File: src/rtl/deploy_ctrl.sv
// Card deploy controller: arm a hand slot, validate a click, spend elixir, spawn a troop, rotate the deck.
// Latency: click to elixir_spend pulse is 2 cycles; spawn_valid is presented on the cycle after the spend.
// Backpressure: spawn_valid holds with stable card/position until spawn_ready; the deck rotates only on that cycle.
// Optional post-deploy lockout is compiled in with DEPLOY_CTRL_COOLDOWN_EN.
module deploy_ctrl #(
  parameter int COOLDOWN_CYC = 30,
  parameter int MIN_Y        = 240
) (
  input  logic        clk,
  input  logic        reset,
  input  logic        game_active,
  input  logic        key_valid,
  input  logic [1:0]  key_slot,
  input  logic        place_valid,
  input  logic [9:0]  place_x,
  input  logic [9:0]  place_y,
  input  logic [4:0]  elixir_avail,
  output logic [4:0]  elixir_spend,
  output logic        spawn_valid,
  input  logic        spawn_ready,
  output logic [2:0]  spawn_card,
  output logic [9:0]  spawn_x,
  output logic [9:0]  spawn_y,
  output logic [11:0] hand,
  output logic [2:0]  next_card,
  output logic        sel_valid,
  output logic [1:0]  sel_slot,
  output logic        reject
);

  localparam logic [9:0] MIN_Y_V = 10'(MIN_Y);
  localparam logic [9:0] MAX_X_V = 10'd639;

  typedef enum logic [2:0] {
    ST_IDLE,
    ST_ARMED,
    ST_CHECK,
    ST_SPEND,
    ST_SPAWN
`ifdef DEPLOY_CTRL_COOLDOWN_EN
    , ST_COOLDOWN
`endif
  } state_t;

  state_t      state_q, state_d;
  logic [1:0]  slot_q, slot_d;
  logic [9:0]  px_q, px_d;
  logic [9:0]  py_q, py_d;
  logic [2:0]  hand_q [4];
  logic [2:0]  queue_q [4];
  logic [1:0]  head_q;
  logic        xfer;
  logic [2:0]  cost;
  logic        place_ok;

`ifdef DEPLOY_CTRL_COOLDOWN_EN
  localparam int CW = (COOLDOWN_CYC > 1) ? $clog2(COOLDOWN_CYC) : 1;
  logic [CW-1:0] cnt_q, cnt_d;
`endif

  function automatic logic [2:0] card_cost(input logic [2:0] id);
    logic [2:0] c;
    case (id)
      3'd0: c = 3'd3;
      3'd1: c = 3'd4;
      3'd2: c = 3'd5;
      3'd3: c = 3'd2;
      3'd4: c = 3'd6;
      3'd5: c = 3'd3;
      3'd6: c = 3'd4;
      default: c = 3'd7;
    endcase
    return c;
  endfunction

  assign spawn_card = hand_q[slot_q];
  assign spawn_x    = px_q;
  assign spawn_y    = py_q;
  assign sel_slot   = slot_q;
  assign hand       = {hand_q[3], hand_q[2], hand_q[1], hand_q[0]};
  assign next_card  = queue_q[head_q];
  assign cost       = card_cost(spawn_card);
  assign place_ok   = ({2'b00, cost} <= elixir_avail) && (py_q >= MIN_Y_V) && (px_q <= MAX_X_V);

  // Next-state and Moore outputs; a stopped match overrides every state.
  always_comb begin
    state_d      = state_q;
    slot_d       = slot_q;
    px_d         = px_q;
    py_d         = py_q;
    elixir_spend = 5'd0;
    spawn_valid  = 1'b0;
    sel_valid    = 1'b0;
    reject       = 1'b0;
    xfer         = 1'b0;
`ifdef DEPLOY_CTRL_COOLDOWN_EN
    cnt_d        = cnt_q;
`endif
    if (!game_active) begin
      state_d = ST_IDLE;
    end else begin
      case (state_q)
        ST_IDLE: begin
          if (key_valid) begin
            slot_d  = key_slot;
            state_d = ST_ARMED;
          end
        end
        ST_ARMED: begin
          sel_valid = 1'b1;
          if (place_valid) begin
            px_d    = place_x;
            py_d    = place_y;
            state_d = ST_CHECK;
          end else if (key_valid) begin
            if (key_slot == slot_q) state_d = ST_IDLE;
            else                    slot_d  = key_slot;
          end
        end
        ST_CHECK: begin
          sel_valid = 1'b1;
          if (place_ok) begin
            state_d = ST_SPEND;
          end else begin
            reject  = 1'b1;
            state_d = ST_ARMED;
          end
        end
        ST_SPEND: begin
          sel_valid    = 1'b1;
          // 3*cost = 2*cost + cost; max 21 fits in 5 bits
          elixir_spend = {1'b0, cost, 1'b0} + {2'b00, cost};
          state_d      = ST_SPAWN;
        end
        ST_SPAWN: begin
          sel_valid   = 1'b1;
          spawn_valid = 1'b1;
          if (spawn_ready) begin
            xfer = 1'b1;
`ifdef DEPLOY_CTRL_COOLDOWN_EN
            cnt_d   = CW'(COOLDOWN_CYC - 1);
            state_d = ST_COOLDOWN;
`else
            state_d = ST_IDLE;
`endif
          end
        end
`ifdef DEPLOY_CTRL_COOLDOWN_EN
        ST_COOLDOWN: begin
          if (cnt_q == '0) state_d = ST_IDLE;
          else             cnt_d   = cnt_q - 1'b1;
        end
`endif
        default: state_d = ST_IDLE;
      endcase
    end
  end

  // Control registers: FSM state, armed slot, latched click position.
  always_ff @(posedge clk) begin
    if (reset) begin
      state_q <= ST_IDLE;
      slot_q  <= 2'd0;
      px_q    <= 10'd0;
      py_q    <= 10'd0;
    end else begin
      state_q <= state_d;
      slot_q  <= slot_d;
      px_q    <= px_d;
      py_q    <= py_d;
    end
  end

  // Deck rotation: armed slot takes the queue head, used card lands in the freed tail entry.
  always_ff @(posedge clk) begin
    if (reset) begin
      for (int i = 0; i < 4; i++) begin
        hand_q[i]  <= 3'(i);
        queue_q[i] <= 3'(i + 4);
      end
      head_q <= 2'd0;
    end else if (xfer) begin
      hand_q[slot_q]  <= queue_q[head_q];
      queue_q[head_q] <= hand_q[slot_q];
      head_q          <= head_q + 2'd1;
    end
  end

`ifdef DEPLOY_CTRL_COOLDOWN_EN
  // Lockout counter, loaded on transfer and run down in COOLDOWN.
  always_ff @(posedge clk) begin
    if (reset) cnt_q <= '0;
    else       cnt_q <= cnt_d;
  end
`endif

endmodule
File: config.mk
export PLATFORM = sky130hd
export DESIGN_NAME = deploy_ctrl
export DESIGN_NICKNAME = d
export VERILOG_FILES = /design/src/rtl/deploy_ctrl.sv
export SDC_FILE = /design/constraint.sdc
export NUM_CORES = 1
export LEC_CHECK = 0
export BUFFER_PORTS_ARGS = -buffer_cell sky130_fd_sc_hd__buf_2
export CAP_MARGIN = 20
export CORE_ASPECT_RATIO = 0.5
export CORE_MARGIN = 1
export CORE_UTILIZATION = 50
export DETAILED_ROUTE_END_ITERATION = 7
export PLACE_DENSITY = 0.79
export SYNTH_ARGS = -nofsm -noshare
export SYNTH_HDL_FRONTEND = slang
export SYNTH_SLANG_ARGS = --single-unit
export TNS_END_PERCENT = 5
File: constraint.sdc
create_clock -name clk -period 2.96 [get_ports clk]
set_input_delay 0.148 -clock clk [delete_from_list [all_inputs] [get_ports clk]]
set_output_delay 0.148 -clock clk [all_outputs]
set_load 0.05 [all_outputs]
# Word-level counts from Yosys, hierarchy flattened
# Memories as Yosys holds them, arrays and structs flattened. A register that Yosys moved wholly into a read port is not among the register bits.
# Cells that the tools add are included.
dict set report totals {
  reg_bits 27
  mem_bits_rw 24
  inputBits 33
  output_inout_bits 48
  elab_cells 85
  n_memories 2
}
dict set report classes {
  n_addsub 2
  order_cmp 3
  n_eq_ne 18
  n_mux 40
  bitwise_logic 1
  reduce_logical 14
}
# memory depth word_bits read_ports rd_ports_with_merged_regs write_ports line
set memory_table {}
lappend memory_table {hand_q 4 3 5 1 4 49} ;# logic [2:0] hand_q [4];
lappend memory_table {queue_q 4 3 1 1 4 50} ;# logic [2:0] queue_q [4];
# cell count
set ops {}
lappend ops {{$pmux W3 S5} 2}
lappend ops {{$mux W2} 11}
lappend ops {{$mux W3} 7}
lappend ops {{$mux W1} 17}
lappend ops {{$eq A3 B2 Y1 const B} 4}
lappend ops {{$eq A3 B3 Y1 const B} 4}
lappend ops {{$ge A10 B8 Y1 const B} 1}
lappend ops {{$le A10 B10 Y1 const B} 1}
lappend ops {{$mux W5} 2}
lappend ops {{$ne A2 B2 Y1 const B} 5}
lappend ops {{$eq A3 B1 Y1 const B} 2}
lappend ops {{$logic_not A3 Y1} 2}
lappend ops {{$ne A3 B3 Y1 const B} 2}
lappend ops {{$reduce_and A6 Y1} 1}
lappend ops {{$reduce_or A2 Y1} 3}
lappend ops {{$reduce_or A3 Y1} 2}
lappend ops {{$add A4 B3 Y5} 1}
lappend ops {{$le A3 B5 Y1} 1}
lappend ops {{$pmux W2 S2} 1}
lappend ops {{$reduce_and A4 Y1} 1}
lappend ops {{$reduce_or A4 Y1} 1}
lappend ops {{$reduce_and A3 Y1} 1}
lappend ops {{$add A2 B1 Y2 const B} 1}
lappend ops {{$eq A2 B2 Y1} 1}
lappend ops {{other kinds (3)} 4}

# Longest topological paths before layout
dict set report depth {
  ltp_word 9
  ltp_mapped 9
  ltp_nobuf 8
}

# Worst setup path after synthesis
# No wires, ideal clock.
dict set report synth_path {
  path_kind {register -> output}
  startpoint {memory hand_q[3][1]}
  endpoint {output reject}
  arrival_time_ps 3248
  setup_slack_ps -436
  path_stages_with_launch 9
  n_path_buf 0
  cell_sequence {edfxtp_1 -> mux4_2 -> nor2b_1 -> nor3_1 -> a21oi_1 -> ha_1 -> a311oi_1 -> o21ai_0 -> a21oi_1}
}
# element line
set synth_lines {}
lappend synth_lines {{from (decl)} 49}
lappend synth_lines {{to (decl)} 28} ;# output logic reject

==> impl_metrics.csv <==
group,metric,value,unit
run_status,outcome,"finished clean",
sta,relSlewSlack,47.0,%
place,post-place-cells,386,
setup_path,r2r_setup_slack,0.31,ns
sta,fin_skew,0.0114,ns
layout,syn_to_final_growth,25.9,%
synth,netlist_area,2500,µm²
sta,worst_slack,0.113,ns
setup_path,crit_slowest_cell,"mux4_2",
detailed_routing,dr.pass1.iters,4,
sta,setup_violations,0,
setup_path,path_buf_inv,2,
place,routabilityCongestion,0.799,
detailed_routing,vias,2098,
detailed_routing,route.detailed.drc,0,
grt,track_usage,21.1,%
synth,async_flop_share,0,%
sta,worst_slew_pin_slew,0.792,ns
power_and_ir_drop,total_power,1.44,mW
layout,n_fill_cell,395,
power_and_ir_drop,power_density,459,nW/µm²
cts,clk_latency,0.30,ns
min_path,worstHoldStart,"place_y[8]",
power_and_ir_drop,p_leak,1.28,nW
setup_path,endpoint_kind,"primary output",
synth,synth_fp_nets,287,
synth,syn_inst,249,
synth,ys_seq_area_share,53.7,%
power_and_ir_drop,peakVddDrop,216,µV
min_path,min_path_type,"in2reg",
synth,yosysWarnings,0,
cts,hold_buffers,0,
floorplanning,num_rows,17,
setup_path,critPathKind,"reg2out",
setup_path,crit_chain,"mux4_2 > buf_4 > nor2_1 > a21oi_2 > ha_1 > nor2b_1 > o21a_1 > o21ai_2 > a21oi_4 > buf_6",
floorplanning,io-pin-count,81,
min_path,holdPathStages,3,
job,drv_cap,0,
detailed_routing,drt-total-wl,5500,µm
sta,hold_viol,0,
synth,yosysUniqueCellTypes,40,
sta,slew_violations,0,
layout,final_cells,400,
layout,drive_gt1_share,34.7,%
cts,clk_path_buf_depth,2,
sta,final.setup.tns,0,ns
setup_path,worst_ep_required_time,2.81,ns
layout,n_antenna_cell,0,
detailed_routing,drt_iter0_markers,75,
place,io_buffer_count,80,
sta,rsz0062_at_grt,"no",
grt,grt_max_degree,30,
sta,fin_crit,2.85,ns
cts,htree_levels,2,
grt,grt_overflow,0,
setup_path,reg2reg_depth,10,
min_path,hold_end,"spawn_y[8]",
floorplanning,core_area,4590,µm²
floorplanning,chipHeight,52,µm
cts,tritoncts,"built",
setup_path,r2r_end,"state_q[1]",
grt,grt_pass1_vias,1834,
synth,synth-main-ff-cell,"dfxtp_1",
floorplanning,dieArea,5300,µm²
detailed_routing,antenna_left,0,
layout,final_nets,371,
setup_path,crit_family,"multiplexers",
floorplanning,start_util,54.4,%
cts,clk_pin_slew,0.10,ns
cts,cts-root-buf,"clkbuf_8",
cts,cts_buffers,5,
setup_path,crit_arrival,2.70,ns
detailed_routing,wl_per_cell,13.7,µm
synth,synth_edf_count,24,
place,preCtsSetupSlack,0.116,ns
sta,fin_crit_sh,96.2,%
floorplanning,die_x,102,µm
synth,syn_avg_cell_area,10.0,µm²
sta,fmax,351,MHz
grt,grt_pass1_wl,8460,µm
place,dp_hpwl,4050,µm
detailed_routing,vias_per_cell,5.25,
setup_path,critPathMaxFanout,4,
cts,clkSinkCount,55,
grt,antenna_found_initial,0,
setup_path,crit_path_max_incr_delay,0.59,ns
synth,synth-seq-cells,55,
setup_path,critical_path.startpoint_type,"register",
[logic make-up after synthesis]
logic type / Yosys count / share of synthesized area (%)
compound gates: 40 / 9.01
mux: 8 / 6.21
xor+xnor: 7 / 2.45
buf+inv: 20 / 3.40
simple gates: 114 / 22.8
fa+ha+maj: 5 / 2.50
flops: 55 / 53.7
[worst max-delay path by stage]
stage          endpoint  slack [ns]  cells after the start
3_5_place_dp     reject        0.12                      9
5_1_grt          reject        0.02                      9
2_1_floorplan    reject       -0.04                      8
3_3_place_gp     reject        0.22                      9
4_1_cts          reject        0.02                      9
6_report         reject        0.11                     10
[synth_stat cells (5+ instances only)]
master	instances	area [µm²]
a21oi_1	26	130
nand2_1	50	188
nor2_1	16	60.1
nor2b_1	5	31.3
nand2b_1	7	43.8
xnor2_1	5	43.8
ha_1	5	62.6
and2_1	7	43.8
clkbuf_1	8	30.0
o21ai_0	6	30.0
dfxtp_1	31	621
inv_1	9	33.8
mux4_2	6	135
edfxtp_1	24	721
[layer usage]
| layer | GRT usage [%] | wire [µm] | up-vias |
|---|---|---|---|
| li1 | - | - | 1028 |
| met1 | 28.1 | 2630 | 996 |
| met2 | 35.6 | 2580 | 70 |
| met3 | 4.30 | 255 | 4 |
| met4 | 5.00 | 39 | 0 |
| met5 | 0 | 0 | - |
[final cells by class]
cell class	instances	area, µm²	share of cell area, %
clock inverter	2	17.5	0.557
clock buffer	6	72.6	2.31
multi-input combinational	174	1130	35.9
inverter	9	33.8	1.07
sequential	55	1350	42.7
timing repair buffer	88	467	14.8
tap	66	82.6	2.62
[cells in the final DEF (no fill, tap or decap), types with 2 or more instances in the layout]
cell type and n:
o21a_1 2, buf_4 8, a21o_1 2, nor2_1 15
and2_1 7, inv_1 9, nand3_1 4, xnor2_1 5
nand3b_1 2, clkinv_4 2, edfxtp_1 24, mux4_2 6
a21oi_1 24, mux2i_1 2, dfxtp_1 30, nor3_1 3
or2_1 3, nand2_1 50, nand4_1 2, o21ai_0 5
ha_1 5, nor2b_1 3, and3_1 4, buf_2 79
nand2b_1 7, nor2_2 2, nor2b_4 2, clkbuf_8 5
[per-stage QoR]
step	hold WS, ns	cell area [µm²]	util (%)
3_3_place_gp	0.387	2960	64.4
3_5_place_dp	0.396	2960	64.4
6_report	0.0783	3150	68.5
2_1_floorplan	0.284	2510	-
5_1_grt	0.0768	3150	68.5
4_1_cts	0.0697	3110	67.7
[where the power goes]
group,internal [mW],leakage [nW],switching [mW]
clock,0.170,0.0454,0.239
combinational,0.0834,0.773,0.139
sequential,0.801,0.457,0.0115
total,1.06,1.28,0.389
[repair_timing]
action	in CTS	in global routing
hold endpoints to repair	0	0
endpoints found under the setup margin	1	1
buffers inserted	5	1
resized for setup	7	6
pin swaps	0	3
[worst min-delay path: stages]
cell     delay (ns)
buf_2          0.09
nand2_1        0.04
a21oi_1        0.05
[state kept, by name, indices dropped and copies added (netlist names), named ones only]
register / count
head_q: 2
spawn_x: 10
sel_slot: 2
spawn_y: 10
hand_q: 12
queue_q: 12
state_q: 3
(Power assumes the default switching activity.)
